## config.mk

```make
export PLATFORM = sky130hd
export DESIGN_NAME = fp_add_issue_arbiter
export DESIGN_NICKNAME = d
export VERILOG_FILES = /design/src/rtl/fp_add_issue_arbiter_pkg.sv /design/src/rtl/fp_add_issue_arbiter_rr_arbiter.sv /design/src/rtl/fp_add_issue_arbiter.sv
export SDC_FILE = /design/constraint.sdc
export NUM_CORES = 1
export LEC_CHECK = 0
export ABC_CLOCK_PERIOD_IN_PS = 4100
export CORE_AREA = 2 2 155 157
export CTS_BUF_LIST = sky130_fd_sc_hd__clkbuf_4 sky130_fd_sc_hd__clkbuf_8
export CTS_CLUSTER_DIAMETER = 200
export CTS_CLUSTER_SIZE = 28
export DETAILED_ROUTE_END_ITERATION = 10
export DIE_AREA = 0 0 157 159
export GPL_TIMING_DRIVEN = 0
export HOLD_SLACK_MARGIN = 0.02
export PLACE_DENSITY = 0.7
export SYNTH_ARGS = -nofsm -noshare
export SYNTH_HDL_FRONTEND = slang
export SYNTH_SLANG_ARGS = --single-unit
```

## constraint.sdc

```tcl
create_clock -name clk -period 4.1 [get_ports clk]
set_clock_uncertainty 0.1 [all_clocks]
set_input_delay 0.82 -clock clk [delete_from_list [all_inputs] [get_ports clk]]
set_output_delay 0.82 -clock clk [all_outputs]
set_load 0.02 [all_outputs]
```

## src/rtl/fp_add_issue_arbiter_pkg.sv

```systemverilog
// Shared definitions for the FP add/sub issue arbiter slice.
//   FP32_W            : IEEE-754 single-precision word width
//   FP32_QNAN/PINF    : canonical special encodings produced by the pipeline
//   fp_op_e           : operation encoding on req_op / pipe_op
//   clog2()           : width of a requester id
package fp_add_issue_arbiter_pkg;

  localparam int unsigned FP32_W = 32;

  localparam logic [FP32_W-1:0] FP32_QNAN = 32'h7FC0_0000;
  localparam logic [FP32_W-1:0] FP32_PINF = 32'h7F80_0000;

  typedef enum logic {
    OP_ADD = 1'b0,
    OP_SUB = 1'b1
  } fp_op_e;

  function automatic int unsigned clog2(input int unsigned n);
    int unsigned w;
    w = 0;
    while ((32'd1 << w) < n) w = w + 1;
    return w;
  endfunction

endpackage

```

## src/rtl/fp_add_issue_arbiter_rr_arbiter.sv

```systemverilog
// rr_arbiter: combinational round-robin pick.
//   eligible : per-index request-eligible bits
//   pointer  : index with highest priority this cycle
//   grant    : one-hot winner (all 0 when nothing is eligible)
//   index    : encoded winner (0 when nothing is eligible)
module rr_arbiter
  import fp_add_issue_arbiter_pkg::*;
#(
  parameter int unsigned N  = 4,
  parameter int unsigned IW = clog2(N)
) (
  input  logic [N-1:0]  eligible,
  input  logic [IW-1:0] pointer,
  output logic [N-1:0]  grant,
  output logic [IW-1:0] index
);

  logic          found;
  logic [IW-1:0] cand;

  always_comb begin
    grant = '0;
    index = '0;
    found = 1'b0;
    cand  = '0;
    for (int unsigned k = 0; k < N; k++) begin
      cand = IW'((32'(pointer) + k) % N);
      if (!found && eligible[cand]) begin
        found       = 1'b1;
        grant[cand] = 1'b1;
        index       = cand;
      end
    end
  end

endmodule

```

## src/rtl/fp_add_issue_arbiter.sv

```systemverilog
// fp_add_issue_arbiter: shares one fixed-latency FP add/sub pipeline among
// NUM_REQ requesters with round-robin issue and id-tagged response routing.
//   clk, rst            : clock, asynchronous active-high reset
//   req_valid/req_ready : per-requester handshake (ready is one-hot grant)
//   req_a, req_b, req_op: packed per-requester operands, 32 bits each
//   pipe_issue/a/b/op   : registered issue into the pipeline
//   pipe_result         : pipeline output, valid PIPE_LAT cycles after issue
//   rsp_valid, rsp_data : registered one-hot result strobe and result word
//   busy                : any op in issue, pipeline or response register
// Optional (macro FP_ARB_PERF_EN): perf_clr input, perf_grants output
// carrying saturating 16-bit per-requester grant counters.
module fp_add_issue_arbiter
  import fp_add_issue_arbiter_pkg::*;
#(
  parameter int unsigned NUM_REQ  = 4,
  parameter int unsigned PIPE_LAT = 5,
  parameter int unsigned MAX_OUT  = 3
) (
  input  logic                        clk,
  input  logic                        rst,
  input  logic [NUM_REQ-1:0]          req_valid,
  output logic [NUM_REQ-1:0]          req_ready,
  input  logic [FP32_W*NUM_REQ-1:0]   req_a,
  input  logic [FP32_W*NUM_REQ-1:0]   req_b,
  input  logic [NUM_REQ-1:0]          req_op,
  output logic                        pipe_issue,
  output logic [FP32_W-1:0]           pipe_a,
  output logic [FP32_W-1:0]           pipe_b,
  output logic                        pipe_op,
  input  logic [FP32_W-1:0]           pipe_result,
  output logic [NUM_REQ-1:0]          rsp_valid,
  output logic [FP32_W-1:0]           rsp_data,
  output logic                        busy
`ifdef FP_ARB_PERF_EN
  ,
  input  logic                        perf_clr,
  output logic [16*NUM_REQ-1:0]       perf_grants
`endif
);

  localparam int unsigned IW   = clog2(NUM_REQ);
  localparam int unsigned CW   = clog2(MAX_OUT + 1);
  localparam int unsigned LAST = PIPE_LAT - 1;

  logic [IW-1:0]       ptr;
  logic [IW-1:0]       win;
  logic [IW-1:0]       issue_id;
  logic [NUM_REQ-1:0]  eligible;
  logic [NUM_REQ-1:0]  grant;
  logic                any_grant;
  logic [CW-1:0]       outstanding [NUM_REQ];
  logic [FP32_W-1:0]   a_arr [NUM_REQ];
  logic [FP32_W-1:0]   b_arr [NUM_REQ];
  logic [PIPE_LAT-1:0] tag_v;
  logic [IW-1:0]       tag_id [PIPE_LAT];

  for (genvar g = 0; g < NUM_REQ; g++) begin : g_unpack
    assign a_arr[g] = req_a[FP32_W*g +: FP32_W];
    assign b_arr[g] = req_b[FP32_W*g +: FP32_W];
  end

  // A requester at its limit is still eligible in the cycle its response
  // retires an op, so a throttled requester regrants on that same cycle.
  always_comb begin
    eligible = '0;
    for (int unsigned i = 0; i < NUM_REQ; i++) begin
      eligible[i] = req_valid[i] &
                    ((outstanding[i] < CW'(MAX_OUT)) | rsp_valid[i]);
    end
  end

  rr_arbiter #(.N(NUM_REQ)) u_arb (
    .eligible (eligible),
    .pointer  (ptr),
    .grant    (grant),
    .index    (win)
  );

  assign req_ready = grant;
  assign any_grant = |grant;

  always_ff @(posedge clk or posedge rst) begin
    if (rst) begin
      pipe_issue <= 1'b0;
      pipe_a     <= '0;
      pipe_b     <= '0;
      pipe_op    <= 1'b0;
      issue_id   <= '0;
      ptr        <= '0;
    end else begin
      pipe_issue <= any_grant;
      if (any_grant) begin
        pipe_a   <= a_arr[win];
        pipe_b   <= b_arr[win];
        pipe_op  <= req_op[win];
        issue_id <= win;
        ptr      <= (win == IW'(NUM_REQ - 1)) ? '0 : win + 1'b1;
      end
    end
  end

  always_ff @(posedge clk or posedge rst) begin
    if (rst) begin
      tag_v <= '0;
      for (int unsigned k = 0; k < PIPE_LAT; k++) tag_id[k] <= '0;
    end else begin
      tag_v[0]  <= pipe_issue;
      tag_id[0] <= issue_id;
      for (int unsigned k = 1; k < PIPE_LAT; k++) begin
        tag_v[k]  <= tag_v[k-1];
        tag_id[k] <= tag_id[k-1];
      end
    end
  end

  always_ff @(posedge clk or posedge rst) begin
    if (rst) begin
      rsp_valid <= '0;
      rsp_data  <= '0;
    end else begin
      rsp_valid <= '0;
      if (tag_v[LAST]) begin
        rsp_valid[tag_id[LAST]] <= 1'b1;
        rsp_data                <= pipe_result;
      end
    end
  end

  always_ff @(posedge clk or posedge rst) begin
    if (rst) begin
      for (int unsigned i = 0; i < NUM_REQ; i++) outstanding[i] <= '0;
    end else begin
      for (int unsigned i = 0; i < NUM_REQ; i++) begin
        if (grant[i] && !rsp_valid[i])      outstanding[i] <= outstanding[i] + 1'b1;
        else if (!grant[i] && rsp_valid[i]) outstanding[i] <= outstanding[i] - 1'b1;
      end
    end
  end

  assign busy = (|tag_v) | pipe_issue | (|rsp_valid);

  for (genvar g = 0; g < NUM_REQ; g++) begin : g_chk
    a_no_overflow: assert property (@(posedge clk) disable iff (rst)
      !(grant[g] && !rsp_valid[g] && outstanding[g] == CW'(MAX_OUT)));
    a_no_underflow: assert property (@(posedge clk) disable iff (rst)
      !(rsp_valid[g] && !grant[g] && outstanding[g] == '0));
  end

`ifdef FP_ARB_PERF_EN
  logic [15:0] perf_cnt [NUM_REQ];

  always_ff @(posedge clk or posedge rst) begin
    if (rst) begin
      for (int unsigned i = 0; i < NUM_REQ; i++) perf_cnt[i] <= '0;
    end else if (perf_clr) begin
      for (int unsigned i = 0; i < NUM_REQ; i++) perf_cnt[i] <= '0;
    end else begin
      for (int unsigned i = 0; i < NUM_REQ; i++) begin
        if (grant[i] && perf_cnt[i] != '1) perf_cnt[i] <= perf_cnt[i] + 1'b1;
      end
    end
  end

  for (genvar g = 0; g < NUM_REQ; g++) begin : g_perf
    assign perf_grants[16*g +: 16] = perf_cnt[g];
  end
`endif

endmodule

```

### Yosys cells after proc, flatten, opt, wreduce, memory -nomap -nowiden

Index checks and enable logic that the tools add are counted.

| storage, ports and cells | value |
|---|---|
| bits in registers | 129 |
| input bits | 298 |
| output and inout bits | 107 |

| cells by class | value |
|---|---|
| add/sub/neg operators | 12 |
| order comparisons | 16 |
| equality and inequality tests | 1 |
| muxes and demuxes | 47 |
| bitwise gates (word level) | 14 |
| reduce and logical (&&, ||, !) cells | 34 |

Operator list:

| kind | number |
|---|---|
| $bmux W32 S2 | 2 |
| $mux W32 | 4 |
| $mux W2 | 13 |
| $mux W4 | 5 |
| $lt A2 B3 Y1 const B | 6 |
| $logic_and A1 B1 Y1 | 16 |
| $mux W1 | 13 |
| $add A2 B1 Y2 const B | 6 |
| $or A4 B4 Y4 | 3 |
| $logic_not A1 Y1 | 11 |
| $bmux W1 S2 | 5 |
| $demux W1 S2 | 5 |
| $ge A2 B1 Y1 const B | 5 |
| $lt A2 B2 Y1 const B | 4 |
| $reduce_bool A2 Y1 | 4 |
| $reduce_or A4 Y1 | 2 |
| $sub A2 B1 Y2 const B | 4 |
| $or A1 B1 Y1 | 6 |
| $reduce_or A5 Y1 | 1 |
| $add A2 B2 Y2 const B | 2 |
| $and A1 B1 Y1 | 4 |
| $ge A3 B3 Y1 const B | 1 |
| $not A2 Y3 | 1 |
| $eq A2 B2 Y1 const B | 1 |

### Logic depth before layout (Yosys ltp)

Gate-level depths: netlist of the first run.

| logic depth | value |
|---|---|
| depth after elaboration | 19 |
| depth in mapped cells | 14 |
| mapped depth without buffers | 12 |

### Hierarchy

From an unflattened synthesis of the first run, not the netlist that was laid out.

| second synthesis, totals | value |
|---|---|
| cell total of the unflattened synthesis | 412 |
| area total of the unflattened synthesis | 6710.2 um^2 |

By module, submodules not included:

| module | instances | cells each | area each (um^2) | sequential area each (um^2) |
|---|---|---|---|---|
| fp_add_issue_arbiter | 1 | 366 | 6291.0 | 3228.1 |
| rr_arbiter | 1 | 46 | 419.2 | 0.0 |

### Worst setup path before layout of the first run

Ideal clock, no wire load.

| timing | value |
|---|---|
| path kind | register -> output |
| start | register ptr[1] |
| end | output port req_ready[0] |
| arrival | 2.603 ns |
| setup slack | 0.577 ns |
| stages on the path, launching flop included | 10 |
| buffers on the path | 1 |
| cells stage by stage | dfrtp_1 -> buf_6 -> inv_1 -> ha_1 -> inv_1 -> and4_4 -> nor4_2 -> mux2_2 -> a221oi_2 -> inv_1 |

| on the way | value |
|---|---|
| word-level cells in the longest chain between the ends | 12 |
| elaborated cells between the ends (all ways) | 47 |
| those cells by class | add/sub: 3; order compare: 8; mux: 23; bitwise: 3; reduce/logical: 10 |

RTL lines:

| what | line | RTL |
|---|---|---|
| start: declaration | fp_add_issue_arbiter.sv:45 | `logic [IW-1:0] ptr;` |
| start signal: assignment | fp_add_issue_arbiter.sv:97 | `ptr <= (win == IW'(NUM_REQ - 1)) ? '0 : win + 1'b1;` |
| branches (longest 11 deep; another with $lt A2 B3 Y1) | -- |  |
| $mux W4 (*) | fp_add_issue_arbiter_rr_arbiter.sv:28 | `if (!found && eligible[cand]) begin` |
| end: declaration | fp_add_issue_arbiter.sv:22 | `output logic [NUM_REQ-1:0] req_ready,` |

Mark *: on every way between the ends. The select of a mux whose other input is x is not followed.

### Worst setup path after layout of the first run

| timing | value |
|---|---|
| start | input port req_valid[3] |
| end | output port req_ready[0] |

| on the way | value |
|---|---|
| word-level cells in the longest chain between the ends | 13 |
| elaborated cells between the ends (all ways) | 25 |
| those cells by class | mux: 15; bitwise: 4; reduce/logical: 6 |

RTL lines:

| what | line | RTL |
|---|---|---|
| start: declaration | fp_add_issue_arbiter.sv:21 | `input logic [NUM_REQ-1:0] req_valid,` |
| $and A1 B1 Y1 (*) | fp_add_issue_arbiter.sv:67 | `eligible[i] = req_valid[i] &` |
| $bmux W1 S2 | fp_add_issue_arbiter_rr_arbiter.sv:28 |  |
| $mux W1 (implied by the code) | fp_add_issue_arbiter_rr_arbiter.sv:28 |  |
| $mux W1 | fp_add_issue_arbiter_rr_arbiter.sv:28 |  |
| $logic_not A1 Y1 | fp_add_issue_arbiter_rr_arbiter.sv:28 |  |
| $logic_and A1 B1 Y1 | fp_add_issue_arbiter_rr_arbiter.sv:28 |  |
| $mux W1 | fp_add_issue_arbiter_rr_arbiter.sv:28 |  |
| $logic_not A1 Y1 | fp_add_issue_arbiter_rr_arbiter.sv:28 |  |
| $logic_and A1 B1 Y1 | fp_add_issue_arbiter_rr_arbiter.sv:28 |  |
| $mux W1 | fp_add_issue_arbiter_rr_arbiter.sv:28 |  |
| $logic_not A1 Y1 | fp_add_issue_arbiter_rr_arbiter.sv:28 |  |
| $logic_and A1 B1 Y1 | fp_add_issue_arbiter_rr_arbiter.sv:28 |  |
| $mux W4 (*) | fp_add_issue_arbiter_rr_arbiter.sv:28 |  |

Every way passes the cells marked *; elsewhere a longest branch is shown, timed or not. The select of a mux whose other input is x is not followed.

==> results of run 1 <==
==> final timing paths <==
check | slack [ns] | to | startpoint
setup / recovery | 0.13 | req_ready[0] | req_valid[3]
hold / removal | 0.25 | tag_id[3] | tag_id[5]
setup reg to reg | 0.33 | pipe_b[24] | ptr[1]
hold reg to reg | 0.25 | tag_id[3] | tag_id[5]
max in group asynchronous | 2.48 | ptr[0] | rst
min in group asynchronous | 0.60 | pipe_a[9] | rst
==> power groups by stage <==
stage	Sequential, mW	Combinational [mW]	Clock, mW
after floorplan	1.30	0.0705	0
after global placement	1.30	0.371	0
after detailed placement	1.30	0.382	0
after CTS	1.27	0.384	1.24
after global routing	1.27	0.404	1.29
final	1.27	0.380	1.20
==> routing by layer <==
| metal | GRT usage [%] | vias up | part of all wire, % | routed length (µm) |
|---|---|---|---|---|
| met1 | 22.7 | 2889 | 38 | 9470 |
| met5 | 0 | - | 0 | 0 |
| met2 | 34.9 | 312 | 51 | 12700 |
| met3 | 6.18 | 29 | 9.1 | 2280 |
| li1 | - | 2660 | - | - |
| met4 | 6.13 | 0 | 2.1 | 523 |
==> cells by family (layout without fill, tap and decap cells) <==
family          Yosys count  in the layout  share of synthesized area [%]
mux                     170            170                           39.7
flops                   129            129                           43.9
simple gates             56             56                           5.12
buf+inv                  44            498                           3.83
compound gates           32             32                           3.85
fa+ha+maj                13             13                           2.21
xor+xnor                 12             12                           1.43
other cells               0              2                              0
==> worst register-to-register path: cells and delay by family, from the launching register on <==
kind | cells | cell delay, ns
buffers and inverters | 7 | 1.25
muxes | 2 | 0.65
AOI/OAI and AO/OA | 2 | 0.50
and+or+nand+nor | 2 | 0.48
DFF | 1 | 0.37
adders and majority gates | 1 | 0.31
==> layout make-up <==
| class | instances | area [µm²] | area share, % |
|---|---|---|---|
| Sequential cell | 129 | 3230 | 25.9 |
| Clock inverter | 13 | 186 | 1.49 |
| Inverter | 16 | 71.3 | 0.571 |
| Multi-Input combinational cell | 283 | 3920 | 31.3 |
| Tap cell | 319 | 399 | 3.19 |
| Timing Repair Buffer | 422 | 4210 | 33.7 |
| Buffer | 28 | 233 | 1.86 |
| Antenna cell | 2 | 5.00 | 0.0400 |
| Clock buffer | 19 | 249 | 1.99 |
==> synthesized netlist by cell type (5+ instances only) <==
cell type  count
buf_2          6
buf_4          5
buf_6          9
clkbuf_1       6
dfrtp_1      129
ha_1          13
inv_1         14
mux2_2        35
mux2_4        69
mux4_2        66
nand2_1        9
nand3_1        6
nor2_1        14
xor2_1         8
==> flip-flops by register name, summed over array words and instances, names as in the netlist <==
signal / flops
tag_id: 10
pipe_op: 1
issue_id: 2
pipe_b: 32
rsp_valid: 4
rsp_data: 32
pipe_issue: 1
outstanding: 8
pipe_a: 32
tag_v: 5
ptr: 2
==> metrics by stage <==
stage          instances  TNS, ns  total power, mW  hold slack [ns]
5_1_grt             1231        0             2.97            0.254
4_1_cts             1220  -0.0534             2.89            0.251
2_1_floorplan        456        0             1.37            0.231
6_report            1231        0             2.85            0.247
3_3_place_gp        1179   -16.39             1.67            0.233
3_5_place_dp        1182   -14.83             1.68            0.235
==> repair_timing <==
action                                  in CTS  in global routing
gates resized for setup                     26                  8
pin swaps                                    2                  5
setup buffers                                6                  9
endpoints found under the setup margin      63                  4
==> flow_summary.yaml, run 1 <==
clock_network:
  cts-root-buf: "clkbuf_8"
  htreeDepth: 4
  clk_path_buf_depth: 2
  ctsHoldBuffers: 0
  cts.sinks: 129
  clock_latency_ns: 0.43
  path_clk_slew_ns: 0.07
  cts_buffers: 17
  cts_tree: "done"
setup_path:
  cp_slowest_cell: "clkdlybuf4s50_1"
  critical_path.max_fanout: 7
  arrival_ns: 3.05
  worst-path-buf-inv: 3
  crit_required_ns: 3.18
  crit_path_max_incr_delay_ns: 0.54
  worst-path-stages: 8
  path_class: "input port to output port"
  critical_path.top_delay_family: "buffers and inverters"
  worst_setup_path_end_kind: "output port"
  startpoint_type: "input port"
  cp_cell_sequence: "clkdlybuf4s50_1 > and2b_2 > a221o_1 > and3_1 > mux2_2 > a221oi_4 > inv_2 > clkbuf_4"
  rr_worst_depth: 14
sta:
  worst_slack_ns: 0.131
  relSlewSlack_pct: 57.2
  rsz0062_at_grt: "no"
  worst_slew_pin_slew_ns: 0.641
  drv_slew: 0
  period_minus_slack_ns: 3.97
  max_freq_ghz: 0.252
  finalHoldViolCount: 0
  setup_viol: 0
  timing.final.crit_share_pct: 96.8
floorplanning:
  core_mm2: 0.0232
  io_pins: 405
  die_w_um: 157
  dieArea_mm2: 0.0250
  die_y_um: 159
  start_util_pct: 31.7
  rows: 56
synth:
  synth.largest_area_cell: "dfrtp_1"
  syn-cell-area_mm2: 0.00735
  async_reset_ff_share_pct: 100
  syn-num-nets: 767
  synth_top_flop_cell: "dfrtp_1"
  ys_warn_count: 0
  synth_area_leaders: "dfrtp_1, mux4_2, mux2_4"
  avgSynthCellArea_um2: 16.1
  syn-instance-count: 456
  synth-edff-count: 0
  synth.ff_latch_count: 129
  ys_seq_area_share_pct: 43.9
  ys_types: 50
  synth_top_area_share_pct: 43.9
cells_and_area:
  n_fill_cell: 2015
  area_growth_pct: 70.0
  design_area_mm2: 0.0125
  final_cell_mix: "clkdlybuf4s50_1, dfrtp_1, mux2_4"
  nets: 1208
  utilization_pct: 53.9
  drive_gt1_share_pct: 30.1
  final_common_cell: "clkdlybuf4s50_1"
routing:
  drt_iter0_drc: 243
  via_count: 5890
  detail_route.wl_per_cell_um: 20.3
  antenna_left: 0
  dr.pass1.iters: 4
  remaining_drc_errors: 0
  vias_per_cell: 4.78
  drt_wl_total_um: 25000
power:
  p_leak_nw: 5.23
  switchingPower_mw: 0.606
  p_seq_share_pct: 44.6
  switching_share_pct: 21.3
  p_comb_share_pct: 13.3
  internal_power_mw: 2.24
  ir_drop_mv: 0.131
  power_density_mw_per_mm2: 228
  p_clk_share_pct: 42.1
placement:
  port_buffers: 404
  placed_area_mm2: 0.0119
  preCtsSetupSlack_ns: -0.516
  dp_hpwl_um: 19900
  gp_congestion: 0.888
grt:
  gr-total-overflow: 0
  grt_max_degree: 43
  grt.total_usage_pct: 19.8
  antenna_found_initial: 2
  grt_pass1_wl_um: 36900
  grt_pass1_vias: 6298
flow_run:
  maxCapViolCount: 0
worst_hold_path:
  hp-class: "flop to flop"
  min_path_cells: 0
outcome:
  status: "complete, no violations"
No activity file was read; power rests on OpenSTA's default activity.
==> run 2: changes to the inputs <==
--- a/config.mk
+++ b/config.mk
@@ -5,16 +5,16 @@
 export SDC_FILE = /design/constraint.sdc
 export NUM_CORES = 1
 export LEC_CHECK = 0
-export ABC_CLOCK_PERIOD_IN_PS = 4100
-export CORE_AREA = 2 2 155 157
+export ABC_CLOCK_PERIOD_IN_PS = 4400
+export CORE_AREA = 2 2 156 158
 export CTS_BUF_LIST = sky130_fd_sc_hd__clkbuf_4 sky130_fd_sc_hd__clkbuf_8
 export CTS_CLUSTER_DIAMETER = 200
 export CTS_CLUSTER_SIZE = 28
 export DETAILED_ROUTE_END_ITERATION = 10
-export DIE_AREA = 0 0 157 159
+export DIE_AREA = 0 0 158 160
 export GPL_TIMING_DRIVEN = 0
 export HOLD_SLACK_MARGIN = 0.02
-export PLACE_DENSITY = 0.7
+export PLACE_DENSITY = 0.67
 export SYNTH_ARGS = -nofsm -noshare
 export SYNTH_HDL_FRONTEND = slang
 export SYNTH_SLANG_ARGS = --single-unit
==> constraint.sdc (replaced) <==
create_clock -name clk -period 4.4 [get_ports clk]
set_clock_uncertainty 0.1 [all_clocks]
set_input_delay 0.88 -clock clk [delete_from_list [all_inputs] [get_ports clk]]
set_output_delay 0.88 -clock clk [all_outputs]
set_load 0.02 [all_outputs]
==> run 2 against run 1 <==
  * Combinational power down 7.1%
  * Via count fell by 1.1%
  * Power shrank 6.4%
==> flow_summary.yaml, run 2 (synthesis gave the netlist of run 1 again) <==
outcome:
  status: "complete, no violations"
grt:
  grt.total_usage_pct: 19.6
  met3_usage_pct: 5.59
  grt_pass1_wl_um: 36700
  grt-busiest-layer: "met2"
  antenna_found_initial: 3
  gr-total-overflow: 0
  grt_max_degree: 38
  grt_use_met2_pct: 33.1
  use_met1_pct: 23.7
  grt_pass1_vias: 6278
floorplanning:
  rows: 57
  die_w_um: 158
  core_mm2: 0.0238
  die_y_um: 160
  io_pins: 405
  start_util_pct: 30.9
  dieArea_mm2: 0.0253
clock_network:
  htreeDepth: 4
  cts.sinks: 129
  clk_path_buf_depth: 2
  ctsHoldBuffers: 0
  cts_tree: "done"
  clock_latency_ns: 0.43
  path_clk_slew_ns: 0.07
  cts-root-buf: "clkbuf_8"
  cts_buffers: 17
sta:
  period_minus_slack_ns: 4.29
  timing.final.crit_share_pct: 97.5
  finalHoldViolCount: 0
  drv_slew: 0
  rsz0062_at_grt: "no"
  worst_slack_ns: 0.108
  max_freq_ghz: 0.233
  worst_slew_pin_slew_ns: 1.09
  setup_viol: 0
  holdWs_ns: 0.248
  relSlewSlack_pct: 27.5
power:
  p_leak_nw: 5.20
  report.power.total_mw: 2.67
  power_density_mw_per_mm2: 214
  ir_drop_mv: 0.144
setup_path:
  arrival_ns: 3.31
  cp_cell_sequence: "clkdlybuf4s50_1 > nand2_1 > mux4_2 > nor2_1 > a31oi_2 > a21o_1 > clkdlybuf4s50_1"
  worst-path-buf-inv: 2
  path_class: "input port to output port"
  crit_path_max_incr_delay_ns: 0.64
  cp_slowest_cell: "mux4_2"
  critical_path.max_fanout: 9
  path_common_cell: "clkdlybuf4s50_1"
  worst_setup_path_end_kind: "output port"
  crit_required_ns: 3.42
  startpoint_type: "input port"
  critical_path.top_delay_family: "buffers and inverters"
cells_and_area:
  final_common_cell: "clkdlybuf4s50_1"
  reg_top3: "pipe_a x32, pipe_b x32, rsp_data x32"
  area_growth_pct: 69.4
  drive_gt1_share_pct: 29.0
  nets: 1202
  utilization_pct: 52.3
  design_area_mm2: 0.0125
  n_fill_cell: 2086
  final_cell_mix: "clkdlybuf4s50_1, dfrtp_1, mux2_4"
placement:
  placed_area_mm2: 0.0119
  preCtsSetupSlack_ns: -0.403
  gp_congestion: 0.820
  port_buffers: 404
  dp_hpwl_um: 19700
routing:
  drt_iter0_drc: 260
  via_count: 5825
  vias_per_cell: 4.74
  detail_route.wl_per_cell_um: 20.2
  antenna_left: 0
  remaining_drc_errors: 0
  drt_wl_total_um: 24900
  dr.pass1.iters: 6
worst_hold_path:
  hp-class: "flop to flop"
flow_run:
  maxCapViolCount: 0
## run 2: changes by cell type in the layout (fill, tap and decap cells not counted), sizes merged
cell	before	now
buf	42	34
clkinv	7	3
inv	14	16
clkinvlp	4	5
diode	2	3
dlygate4sd2	1	2
dlymetal6s2s	1	2
## run 2: final cells by class
cell class / instances / area, µm² / share of cell area, %
antenna: 3 / 7.51 / 0.0603
buffer: 28 / 228 / 1.83
clock buffer: 19 / 255 / 2.05
clock inverter: 12 / 183 / 1.47
inverter: 16 / 67.6 / 0.542
multi-input combinational: 283 / 3910 / 31.4
sequential: 129 / 3230 / 25.9
tap: 324 / 405 / 3.25
timing repair buffer: 416 / 4170 / 33.5
## run 2: path summary, 6_finish.rpt
path / slack, ns / end / cells past startpoint / start
worst min register to register: 0.25 / tag_id[4] / 0 / tag_id[6]
worst max register to register: 0.53 / pipe_a[20] / 11 / ptr[1]
min in group asynchronous: 0.76 / rsp_data[10] / 2 / rst
worst max-delay path: 0.11 / req_ready[2] / 7 / req_valid[1]
worst min-delay path: 0.25 / tag_id[4] / 0 / tag_id[6]
max in group asynchronous: 2.61 / ptr[0] / 4 / rst
## run 2: what timing repair did
item,4_1_cts,5_1_grt
gates resized for setup,13,7
setup endpoints to repair,4,4
endpoints found under the hold margin,0,0
setup buffers,4,5
cloned,0,0
pin swaps,2,2
## run 2: stage by stage
step / setup TNS [ns] / std cells
2_1_floorplan: 0 / 456
3_5_place_dp: -2.57 / 1187
3_3_place_gp: -1.98 / 1184
6_report: 0 / 1230
5_1_grt: 0 / 1230
4_1_cts: 0 / 1222
## run 2: worst register-to-register path: cells and delay by family, from the launching register on
family	cells	cell delay [ns]
AOI/OAI and AO/OA	2	0.39
buffers and inverters	4	1.23
and+or+nand+nor	2	0.59
muxes	2	0.76
DFF	1	0.38
adders and majority gates	1	0.31
## run 2: layer usage
metal | wire length, µm | share of wire [%]
met3 | 1950 | 7.9
met2 | 12500 | 50
met4 | 631 | 2.5
met1 | 9790 | 39
met5 | 0 | 0
## run 2: power by group
part | internal (mW) | leakage (nW) | switching, mW
Clock | 0.640 | 0.212 | 0.489
Sequential | 1.18 | 1.76 | 0
Combinational | 0.274 | 3.23 | 0.0796
Total | 2.10 | 5.20 | 0.569
